==> config.mk <==
export PLATFORM = sky130hd
export DESIGN_NAME = w4823_cmem_loader_flat
export DESIGN_NICKNAME = d
export VERILOG_FILES = /design/src/rtl/w4823_fir_pkg.sv /design/src/rtl/w4823_cmem_loader_if.sv /design/src/rtl/w4823_cmem_loader.sv /design/src/flat_wrapper.sv
export SDC_FILE = /design/constraint.sdc
export NUM_CORES = 1
export LEC_CHECK = 0
export CORE_MARGIN = 2
export CORE_UTILIZATION = 44
export DETAILED_ROUTE_END_ITERATION = 10
export PLACE_DENSITY_LB_ADDON = 0.3
export SLEW_MARGIN = 5
export SYNTH_ARGS = -nofsm -noshare
export SYNTH_HDL_FRONTEND = slang
export SYNTH_SLANG_ARGS = --single-unit
==> constraint.sdc <==
create_clock -name clk -period 1.75 [get_ports clk]
set_input_delay 0.175 -clock clk [delete_from_list [all_inputs] [get_ports clk]]
set_output_delay 0.175 -clock clk [all_outputs]
set_load 0.01 [all_outputs]
==> src/rtl/w4823_fir_pkg.sv <==
// Shared FIR / coefficient-loader definitions.
// Holds the default geometry and the loader FSM encoding.
package w4823_fir_pkg;

  localparam int NTAPS_D = 64;
  localparam int CW_D    = 17;
  localparam int AW_D    = 6;

  typedef enum logic [1:0] {
    ST_IDLE = 2'd0,
    ST_LOAD = 2'd1,
    ST_DONE = 2'd2
  } ld_state_e;

endpackage

==> src/rtl/w4823_cmem_loader_if.sv <==
// Host coefficient stream into the loader.
// Simple valid/ready word handshake.
interface w4823_cmem_loader_if #(
  parameter int CW = 17
);

  logic          s_valid;
  logic [CW-1:0] s_data;
  logic          s_ready;

  modport master (
    output s_valid,
    output s_data,
    input  s_ready
  );

  modport slave (
    input  s_valid,
    input  s_data,
    output s_ready
  );

endinterface

==> src/rtl/w4823_cmem_loader.sv <==
// Coefficient memory loader: streams NTAPS host words
// into the FIR coefficient RAM with a one-cycle write strobe.
module w4823_cmem_loader
  import w4823_fir_pkg::*;
#(
  parameter int NTAPS = NTAPS_D,
  parameter int CW    = CW_D,
  parameter int AW    = AW_D
) (
  input  logic                clk,
  input  logic                rst,
  input  logic                start,
  input  logic                abort,
  w4823_cmem_loader_if.slave  s,
  output logic [AW-1:0]       caddr,
  output logic [CW-1:0]       cin,
  output logic                cload,
  output logic                busy,
  output logic                done,
  output logic [AW:0]         wcount
);

  localparam logic [AW:0] LAST = (AW+1)'(NTAPS - 1);

  ld_state_e     r_state;
  ld_state_e     w_next;
  logic [AW:0]   r_idx;
  logic [AW-1:0] r_caddr;
  logic [CW-1:0] r_cin;
  logic          r_cload;
  logic          r_busy;
  logic          r_done;
  logic          r_ready;
  logic          w_xfer;
  logic          w_last;

  // abort wins over a word offered in the same cycle
  assign w_xfer = r_ready && s.s_valid && !abort;
  assign w_last = w_xfer && (r_idx == LAST);

  always_comb begin
    w_next = r_state;
    unique case (r_state)
      ST_IDLE: if (start) w_next = ST_LOAD;
      ST_LOAD: begin
        if (abort)       w_next = ST_IDLE;
        else if (w_last) w_next = ST_DONE;
      end
      ST_DONE: w_next = ST_IDLE;
      default: w_next = ST_IDLE;
    endcase
  end

  always_ff @(posedge clk) begin
    if (rst) r_state <= ST_IDLE;
    else     r_state <= w_next;
  end

  always_ff @(posedge clk) begin
    if (rst) begin
      r_idx   <= '0;
      r_caddr <= '0;
      r_cin   <= '0;
      r_cload <= 1'b0;
      r_busy  <= 1'b0;
      r_done  <= 1'b0;
      r_ready <= 1'b0;
    end else begin
      r_ready <= (w_next == ST_LOAD);
      r_busy  <= (w_next != ST_IDLE);
      r_done  <= (w_next == ST_DONE);
      r_cload <= w_xfer;
      if (r_state == ST_IDLE && start) begin
        r_idx <= '0;
      end else if (w_xfer) begin
        r_caddr <= r_idx[AW-1:0];
        r_cin   <= s.s_data;
        r_idx   <= r_idx + 1'b1;
      end
    end
  end

  assign s.s_ready = r_ready;
  assign caddr     = r_caddr;
  assign cin       = r_cin;
  assign cload     = r_cload;
  assign busy      = r_busy;
  assign done      = r_done;
  assign wcount    = r_idx;

endmodule

==> src/flat_wrapper.sv <==
// flat-port wrapper written by rule: the top's interface ports become plain ports
module w4823_cmem_loader_flat import w4823_fir_pkg::*;
#(
  parameter int NTAPS = NTAPS_D,
  parameter int CW    = CW_D,
  parameter int AW    = AW_D
)
  (clk, rst, start, abort, caddr, cin, cload, busy, done, wcount, s_s_valid, s_s_data, s_s_ready);
  w4823_cmem_loader_if #(.CW(CW)) s_i ();
  input  logic clk;
  input  logic rst;
  input  logic start;
  input  logic abort;
  output logic [AW-1:0] caddr;
  output logic [CW-1:0] cin;
  output logic cload;
  output logic busy;
  output logic done;
  output logic [AW:0] wcount;
  input wire logic [$bits(s_i.s_valid)-1:0] s_s_valid;
  input wire logic [$bits(s_i.s_data)-1:0] s_s_data;
  output wire logic [$bits(s_i.s_ready)-1:0] s_s_ready;
  assign s_i.s_valid = s_s_valid;
  assign s_i.s_data = s_s_data;
  assign s_s_ready = s_i.s_ready;
  w4823_cmem_loader #(.NTAPS(NTAPS), .CW(CW), .AW(AW)) u_core (.clk(clk), .rst(rst), .start(start), .abort(abort), .s(s_i), .caddr(caddr), .cin(cin), .cload(cload), .busy(busy), .done(done), .wcount(wcount));
endmodule
# Yosys cells after proc, flatten, opt, wreduce, memory -nomap -nowiden
# Index checks and enable logic that the tools add are counted.
dict set report totals {
  input_bits 22
  regBits 36
  elab_cells 27
  out_inout_bits 34
}
dict set report op_classes {
  eq_ne 4
  n_reduce_logical 9
  muxes 4
  n_bitwise 1
  addsub 1
}
# operator count
set op_table {}
lappend op_table {{adder 7 x 1 -> 7 bit (second input constant)} 1}
lappend op_table {{equality test 7 x 6 -> 1 bit (second input constant)} 1}
lappend op_table {{two-way mux 2 bit} 3}
lappend op_table {{equality test 2 x 1 -> 1 bit (second input constant)} 2}
lappend op_table {{logical AND 1 bit} 4}
lappend op_table {{case mux 2 bit (2 select lines)} 1}
lappend op_table {{equality test 2 bit (second input constant)} 1}
lappend op_table {{logical NOT 2 bit} 1}
lappend op_table {{AND reduction 2 bit} 1}
lappend op_table {{nonzero test 2 bit} 1}
lappend op_table {{OR reduction 2 bit} 1}
lappend op_table {{logical NOT 1 bit} 1}
lappend op_table {{NOT 1 bit} 1}

# Depth between registers and ports, before layout
# Gate-level depths: netlist of the first run.
dict set report logic_depth {
  ltp_word 7
  ltp_mapped 4
  ltp_nobuf 4
}

# Worst setup path after synthesis of the first run
# Ideal clock, no wire load.
dict set report synth_timing {
  kind {register -> register}
  startpoint {reg u_core.r_idx[0], in the netlist u_core.wcount[0]}
  endpoint {reg u_core.r_state[0]}
  synth_period_minus_slack_ns 1.489
  t_required_ns 1.635
  setup_slack_ns 0.261
  path_stages_with_launch 5
  setup_time_ns 0.115
  arrival_time_ns 1.374
  path_buffers 0
  cell_sequence {dfxtp_1 > ha_1 > nand2_1 > or4_4 > o21a_1}
}
dict set report synth_via {
  elab_chain_cells 5
}
# item line
set synth_rtl {}
lappend synth_rtl {{start, declared} w4823_cmem_loader.sv:27} ;# logic [AW:0] r_idx;
lappend synth_rtl {{start signal, assigned} w4823_cmem_loader.sv:78} ;# r_idx <= r_idx + 1'b1;
lappend synth_rtl {{equality test 7 x 6 -> 1 bit} w4823_cmem_loader.sv:39} ;# assign w_last = w_xfer && (r_idx == LAST);
lappend synth_rtl {{logical AND 1 bit} w4823_cmem_loader.sv:39}
lappend synth_rtl {{two-way mux 2 bit} w4823_cmem_loader.sv:47} ;# else if (w_last) w_next = ST_DONE;
lappend synth_rtl {{two-way mux 2 bit} w4823_cmem_loader.sv:46} ;# if (abort) w_next = ST_IDLE;
lappend synth_rtl {{case mux 2 bit (2 select lines)} w4823_cmem_loader.sv:43} ;# unique case (r_state)
lappend synth_rtl {{end signal, assigned} w4823_cmem_loader.sv:56} ;# else r_state <= w_next;
lappend synth_rtl {{end, declared} w4823_cmem_loader.sv:25} ;# ld_state_e r_state;
# No other way between the ends.
# A chain may end at the register's enable or synchronous reset.

# Final worst setup path of the first run
dict set report layout_timing {
  startpoint {reg u_core.r_idx[0], in the netlist u_core.wcount[0]}
  endpoint {out wcount[0]}
}
# item line
set layout_rtl {}
lappend layout_rtl {{end, declared} flat_wrapper.sv:19} ;# output logic [AW:0] wcount;
# No word-level cell between the ends.

==> summary.txt, run 1 <==
PWR
--------------------------------------------------------------------------------------------
PwrDens                                                                           651 nW/µm²
Leakage power summed over all cells                                                 0.744 nW
Total power of the final layout                                                    0.00144 W
Peak VDD IR                                                                           456 µV

FINISH
--------------------------------------------------------------------------------------------
Net total in the final layout                                                            233
Inserted Diodes                                                                            0
Top library cells by usage in the layout, fill and taps aside                   clkdlybuf4s50_1 (55), nand2b_1 (47), dfxtp_1 (36), mux2i_1 (24)
Combined area of the multi-input logic cells                                         763 µm²
Area growth from synthesis to layout                                                   44.4%
Leading cell type in the layout, fill and taps excluded                         clkdlybuf4s50_1
Final non-filler cell area                                                          2210 µm²
Area taken by flip-flops and latches                                                 721 µm²
Layout cell share with drive strength beyond 1                                         8.06%
Fill cell count                                                                          285

PLACED DESIGN
--------------------------------------------------------------------------------------------
Placement-stage cell area                                                           2150 µm²
Port Buf Inserts                                                                          55
Placed wire-length estimate                                                          2.38 mm
Final estimated routing congestion in global placement                                 0.733

SETUP PATH
--------------------------------------------------------------------------------------------
Slowest stage delay, CP                                                              0.54 ns
Critical path arrival                                                                1.36 ns
Cell chain of the critical path                                                 buf_4, clkdlybuf4s50_1
Critical-path top delay cell                                                    clkdlybuf4s50_1
Maximum fanout count along the critical path                                               5
Kind of launch point of the worst setup path                                       flip-flop
Required time worst endpoint                                                         1.57 ns
Start-to-end type of the worst setup path                                       flip-flop to primary output
Crit path capture type                                                          primary output

STA
--------------------------------------------------------------------------------------------
Setup violations, final                                                                    0
FMAX                                                                               0.652 GHz
Transition at the pin with the smallest max-transition slack                        0.391 ns
Fin Setup TNS                                                                           0 ns
Time the worst path needs with I/O delays and setup                                  1.53 ns
Max-slew headroom at the worst pin                                                     73.8%
Final critical-path share of the clock period                                          87.6%
Fin Clk Skew                                                                      0.00192 ns
Unrepaired setup endpoints after global routing                                           no
Final Max Slew Viols                                                                       0
Hold Slack                                                                          0.409 ns
Final Hold Viols                                                                           0

CLOCK TREE
--------------------------------------------------------------------------------------------
Number of buffers added to fix hold violations after cts                                   0
H-tree level count                                                                         2
CTS Root Cell                                                                       clkbuf_4
Number of buffers inserted to repair setup after CTS                                       0
Buffer depth of the longest clock path                                                     2
Clock-pin slew of the registers on the worst-case setup and hold paths               0.10 ns
Number of buffers created by CTS                                                           5
Clock tree from TritonCTS                                                              built
Sinks on the clock net                                                                    36
Clock insertion delay at the later pin of the skew report                            0.32 ns
PostCTS Resize Cnt                                                                         0

DRT
--------------------------------------------------------------------------------------------
Via/cell ratio                                                                          4.83
TritonRoute pass-1 iters                                                                   4
Routed vias                                                                             1242
Final routed wire length divided by cell count                                       12.3 µm
First-iteration detailed-routing DRC count                                                35
Final wirelength                                                                     3.17 mm
DRC violations left                                                                        0
Residual antenna-violating net count after detailed routing                                0

SYNTHESIS
--------------------------------------------------------------------------------------------
Average instance area after synthesis                                               10.2 µm²
Compound-Gate Fraction of Synth Area                                                   4.42%
Sequential-to-total area share from yosys stat                                         47.1%
Total number of yosys warnings                                                             0
Basic-gate share of the synthesized area counting and, or, nand and nor cells          27.8%
Largest cells by area after synthesis                                           dfxtp_1 (47%), nand2b_1 (19%), mux2i_1 (16%)
Flop and latch count out of synthesis                                                     36
Post-synth design cell area                                                         1530 µm²
Combinational family with the most area after synthesis                         simple AND/OR/NAND/NOR gates
Multiplexer share of the synthesized area                                              15.7%
Unique cell type count in the Yosys netlist                                               27
Cells after Synth                                                                        150
Post-Synthesis Net Count                                                                 173
Xor and xnor area share after synthesis                                                1.15%
Adder and majority cell fraction of the synthesized area                              0.818%
Dominant cell type by area after synthesis                                           dfxtp_1
Share of the synthesized area in the top cell type                                     47.1%

GLOBAL ROUTE
--------------------------------------------------------------------------------------------
First-pass GRT wire length                                                           5.29 mm
Antenna violations before repair                                                           0
Aggregate global routing overflow                                                          0
Pin count of the biggest net entering global routing                                      25
Overall Global Routing Usage                                                           16.7%
Number of global-route vias before repair                                               1241

MIN PATH
--------------------------------------------------------------------------------------------
Hold WC Path Type                                                               input port to flip-flop

FLOORPLANNING
--------------------------------------------------------------------------------------------
Area of the core region                                                             3340 µm²
Die boundary height                                                                  63.0 µm
Area of the die                                                                     3960 µm²
Top Ports                                                                                 56
Starting density of the core                                                           45.8%
Core Rows                                                                                 21
Overall die width                                                                    63.0 µm

STATUS
--------------------------------------------------------------------------------------------
Run status                                                                      complete, no violations

RUN
--------------------------------------------------------------------------------------------
Max-cap violations                                                                         0

==> registers in the layout (all words and copies together), names as in the netlist <==
register          cells
u_core.busy           1
u_core.caddr          6
u_core.cin           17
u_core.cload          1
u_core.done           1
u_core.r_state        2
u_core.s.s_ready      1
u_core.wcount         7
==> path summary, 6_finish.rpt <==
path	endpoint	cells after the start	slack, ns	from
worst max register to register	u_core.done$_SDFF_PP0_	4	0.22	u_core.wcount[1]$_SDFFE_PP0P_
worst min-delay path	u_core.cin[2]$_SDFFE_PP0P_	3	0.41	s_s_data[2]
worst min register to register	u_core.caddr[5]$_SDFFE_PP0P_	2	0.48	u_core.caddr[5]$_SDFFE_PP0P_
worst max-delay path	wcount[0]	2	0.22	u_core.wcount[0]$_SDFFE_PP0P_
==> report_power, final <==
part,internal (W),switching [W],total (W)
clock,0.000198,0.000245,0.000443
combinational,0.000101,0.0000552,0.000156
sequential,0.000831,0.00000742,0.000839
==> cell families (layout without fill, tap and decap cells) <==
| group | after synthesis | in the layout |
|---|---|---|
| AND/OR/NAND/NOR | 68 | 68 |
| flip-flops | 36 | 36 |
| multiplexers | 24 | 24 |
| AO/OA/AOI/OAI | 11 | 11 |
| buffers and inverters | 8 | 69 |
| XOR/XNOR | 2 | 2 |
| adder cells (fa/ha/maj) | 1 | 1 |
==> layout make-up <==
class / instances / area share, %
clock buffers: 8 / 2.66
multi-input cells: 106 / 34.6
repair buffers: 61 / 27.5
flip-flops and latches: 36 / 32.6
well taps: 46 / 2.61
==> synth_stat cells <==
master     n
nand3_1    1
nand3b_1   1
nand2_2    1
mux2i_1   24
o21ai_0    2
nand4b_1   2
nor4_1     2
or3_1      1
dfxtp_1   36
xor2_1     2
buf_6      2
o31ai_1    2
or2b_1     1
a21oi_1    4
o21a_1     2
a211oi_1   1
clkbuf_1   6
nand2b_1  47
or4_4      1
or4_1      1
nand2_1    2
nor2_1     4
or2_2      1
ha_1       1
nor3b_1    1
or3_2      1
nor2_2     1
==> worst max-delay path: cells and delay by family, from the launching register on <==
kind / cells / cell delay, ns
flip-flops: 1 / 0.35
buffers and inverters: 2 / 0.68
==> metal layers <==
layer | GRT usage [%] | wire length, µm | vias up
met5 | 0 | 0 | -
met4 | 8.33 | 49 | 0
met3 | 4.50 | 158 | 5
met2 | 30.1 | 1590 | 35
met1 | 17.8 | 1380 | 575
li1 | - | - | 627
==> through the flow <==
step,utilization (%),std cells,setup slack [ns]
4_1_cts,66.2,257,0.191
2_1_floorplan,-,150,0.261
3_5_place_dp,64.4,249,0.0634
5_1_grt,66.2,257,0.130
6_report,66.2,257,0.216
3_3_place_gp,64.4,249,0.158
Note: power is estimated with default switching activity, not from simulation.
==> run 2: changes to the inputs <==
--- a/config.mk
+++ b/config.mk
@@ -5,10 +5,12 @@
 export SDC_FILE = /design/constraint.sdc
 export NUM_CORES = 1
 export LEC_CHECK = 0
+export CORE_ASPECT_RATIO = 0.7
 export CORE_MARGIN = 2
 export CORE_UTILIZATION = 44
 export DETAILED_ROUTE_END_ITERATION = 10
 export PLACE_DENSITY_LB_ADDON = 0.3
+export RECOVER_POWER = 100
 export SLEW_MARGIN = 5
 export SYNTH_ARGS = -nofsm -noshare
 export SYNTH_HDL_FRONTEND = slang
==> summary.txt, run 2 (synthesis gave the netlist of run 1 again) <==
MIN PATH
-------------------------------------------------------------------------------------
Min-Delay Endpoint                                                       u_core.cin[16]$_SDFFE_PP0P_   was u_core.cin[2]$_SDFFE_PP0P_
Hold WC Path Type                                                        input port to flip-flop   unchanged
Startpoint of the lowest-slack hold path                                 s_s_data[16]   was s_s_data[2]
Hold depth                                                                          3   unchanged

FLOORPLANNING
-------------------------------------------------------------------------------------
Die boundary height                                                           53.3 µm   was 63.0 µm
Area of the core region                                                      3230 µm²   was 3340 µm²
Area of the die                                                              3970 µm²   was 3960 µm²
Overall die width                                                             74.5 µm   was 63.0 µm
Starting density of the core                                                    47.3%   was 45.8%
Core Rows                                                                          17   was 21
Top Ports                                                                          56   unchanged

PWR
-------------------------------------------------------------------------------------
Leakage power summed over all cells                                          0.880 nW   was 0.744 nW
Internal power contribution                                                 0.00135 W   was 0.00113 W
PwrDens                                                                    752 nW/µm²   was 651 nW/µm²
Logic pwr share                                                                  8.7%   was 10.8%
Clock share of power                                                            41.5%   was 30.8%
NetSw                                                                      0.000339 W   was 0.000307 W
Reg power frac                                                                  49.8%   was 58.3%
Peak VDD IR                                                                    472 µV   was 456 µV
Total power of the final layout                                             0.00168 W   was 0.00144 W
Switch share                                                                    20.1%   was 21.4%

SETUP PATH
-------------------------------------------------------------------------------------
Critical path arrival                                                         1.78 ns   was 1.36 ns
Critical-path top delay cell                                             clkdlybuf4s50_1   unchanged
Maximum fanout count along the critical path                                       19   was 5
Endpoint of the worst register-to-register path                          u_core.cin[2]$_SDFFE_PP0P_   was u_core.done$_SDFF_PP0_
Worst path top cell family by delay                                      buffers and inverters   unchanged
Slowest stage delay, CP                                                       0.44 ns   was 0.54 ns
Worst Reg-to-Reg Cells                                                              4   unchanged
Required time worst endpoint                                                  1.95 ns   was 1.57 ns
Crit path capture type                                                      flip-flop   was primary output
Cell chain of the critical path                                          clkdlybuf4s50_1, nand3b_1, nor2_1, clkbuf_4, mux2i_1   was buf_4, clkdlybuf4s50_1
Kind of launch point of the worst setup path                               input port   was flip-flop
FF-to-FF Start                                                           u_core.s.s_ready$_SDFF_PP0_   was u_core.wcount[1]$_SDFFE_PP0P_
Slack of the worst reg-to-reg path                                            0.21 ns   was 0.22 ns
Start-to-end type of the worst setup path                                input port to flip-flop   was flip-flop to primary output
Buf/Inv on CP                                                                       2   unchanged

CLOCK TREE
-------------------------------------------------------------------------------------
Buffer depth of the longest clock path                                              2   unchanged
Clock insertion delay at the later pin of the skew report                     0.28 ns   was 0.32 ns
H-tree level count                                                                  2   unchanged
Number of buffers added to fix hold violations after cts                            0   unchanged
CTS Root Cell                                                                clkbuf_8   was clkbuf_4
Number of buffers created by CTS                                                    5   unchanged
Sinks on the clock net                                                             36   unchanged
PostCTS Resize Cnt                                                                  0   unchanged
Clock tree from TritonCTS                                                       built   unchanged
Clock-pin slew of the registers on the worst-case setup and hold paths        0.07 ns   was 0.10 ns
Number of buffers inserted to repair setup after CTS                                0   unchanged

STA
-------------------------------------------------------------------------------------
Fin Setup TNS                                                                    0 ns   unchanged
Final critical-path share of the clock period                                   90.2%   was 87.6%
Hold Slack                                                                   0.460 ns   was 0.409 ns
Max-slew headroom at the worst pin                                              69.5%   was 73.8%
Final Hold Viols                                                                    0   unchanged
Transition at the pin with the smallest max-transition slack                 0.458 ns   was 0.391 ns
FMAX                                                                        0.634 GHz   was 0.652 GHz
Time the worst path needs with I/O delays and setup                           1.58 ns   was 1.53 ns
Setup violations, final                                                             0   unchanged
Final Max Slew Viols                                                                0   unchanged
Fin Clk Skew                                                               0.00409 ns   was 0.00192 ns
Unrepaired setup endpoints after global routing                                    no   unchanged

RUN
-------------------------------------------------------------------------------------
Max-cap violations                                                                  0   unchanged

DRT
-------------------------------------------------------------------------------------
Final routed wire length divided by cell count                                13.1 µm   was 12.3 µm
Final wirelength                                                              3.38 mm   was 3.17 mm
TritonRoute pass-1 iters                                                            4   unchanged
Routed vias                                                                      1245   was 1242
DRC violations left                                                                 0   unchanged
First-iteration detailed-routing DRC count                                         52   was 35
Via/cell ratio                                                                   4.83   about the same
Residual antenna-violating net count after detailed routing                         0   unchanged

FINISH
-------------------------------------------------------------------------------------
Max FFs per register                                                               17   unchanged
Layout cell share with drive strength beyond 1                                  7.58%   was 8.06%
Final non-filler cell area                                                   2240 µm²   was 2210 µm²
Area growth from synthesis to layout                                            46.6%   was 44.4%
Inserted Diodes                                                                     0   unchanged
Top library cells by usage in the layout, fill and taps aside            nand2b_1 (47), dfxtp_1 (36), dlygate4sd3_1 (34), mux2i_1 (24), clkdlybuf4s50_1 (21)   was clkdlybuf4s50_1 (55), nand2b_1 (47), dfxtp_1 (36), mux2i_1 (24)
Leading cell type in the layout, fill and taps excluded                      nand2b_1   was clkdlybuf4s50_1
Net total in the final layout                                                     233   unchanged

PLACED DESIGN
-------------------------------------------------------------------------------------
Placed wire-length estimate                                                   2.52 mm   was 2.38 mm
Port Buf Inserts                                                                   55   unchanged
Placement-stage cell area                                                    2150 µm²   about the same
Final estimated routing congestion in global placement                          0.898   was 0.733

GLOBAL ROUTE
-------------------------------------------------------------------------------------
Number of global-route vias before repair                                        1193   was 1241
Antenna violations before repair                                                    0   unchanged
Pin count of the biggest net entering global routing                               34   was 25
Overall Global Routing Usage                                                    18.4%   was 16.7%
First-pass GRT wire length                                                    5.47 mm   was 5.29 mm
Aggregate global routing overflow                                                   0   unchanged

STATUS
-------------------------------------------------------------------------------------
Run status                                                               complete, no violations   unchanged

[run 2: cell types whose count changed in the layout (fill, tap and decap cells not counted), sizes merged]
cell           change
buf                -2
bufinv             +1
clkdlybuf4s50     -34
clkinv             +1
dlygate4sd3       +34
[run 2: metrics by stage]
step / util (%) / instances / setup WS [ns]
5_1_grt: 69.3 / 258 / 0.0835
2_1_floorplan: - / 150 / 0.261
4_1_cts: 69.9 / 258 / 0.260
6_report: 69.3 / 258 / 0.172
3_5_place_dp: 66.5 / 250 / -0.000133
3_3_place_gp: 66.5 / 250 / 0.108
[run 2: area by class of cell]
class / instances / area [µm²]
multi-input cells: 106 / 761
clock buffers: 6 / 72.6
flip-flops and latches: 36 / 721
clock inverters: 2 / 35.0
repair buffers: 61 / 593
well taps: 47 / 58.8
fillers: 255 / 992
[run 2: layer usage]
metal	share of wire, %	up-vias	GRT usage [%]
met3	4.4	0	4.95
li1	-	625	-
met1	49	587	24.7
met5	0	-	0
met2	47	33	28.9
met4	0	0	5.36
[run 2: worst max-delay path by stage]
stage / from / endpoint / slack [ns] / cells after the start
2_1_floorplan: u_core.wcount[0]$_SDFFE_PP0P_ / u_core.r_state[0]$_SDFF_PP0_ / 0.26 / 4
3_5_place_dp: abort / u_core.r_state[1]$_SDFF_PP0_ / -0.0001 / 4
6_report: abort / u_core.cin[2]$_SDFFE_PP0P_ / 0.17 / 5
5_1_grt: abort / u_core.cin[6]$_SDFFE_PP0P_ / 0.08 / 5
3_3_place_gp: start / u_core.caddr[5]$_SDFFE_PP0P_ / 0.11 / 5
4_1_cts: u_core.wcount[0]$_SDFFE_PP0P_ / wcount[0] / 0.26 / 2
[run 2: worst register-to-register path, stage by stage (launching register included)]
cell	delay (ns)
dfxtp_1	0.38
nand3b_1	0.24
nor2_1	0.21
clkbuf_4	0.39
mux2i_1	0.25
[run 2: power by group through the flow]
stage | clock (W) | sequential, W | combinational, W
2_1_floorplan | 0 | 0.000862 | 0.0000644
3_3_place_gp | 0 | 0.000857 | 0.000150
3_5_place_dp | 0 | 0.000858 | 0.000154
4_1_cts | 0.000717 | 0.000839 | 0.000155
5_1_grt | 0.000765 | 0.000839 | 0.000160
6_report | 0.000699 | 0.000838 | 0.000147
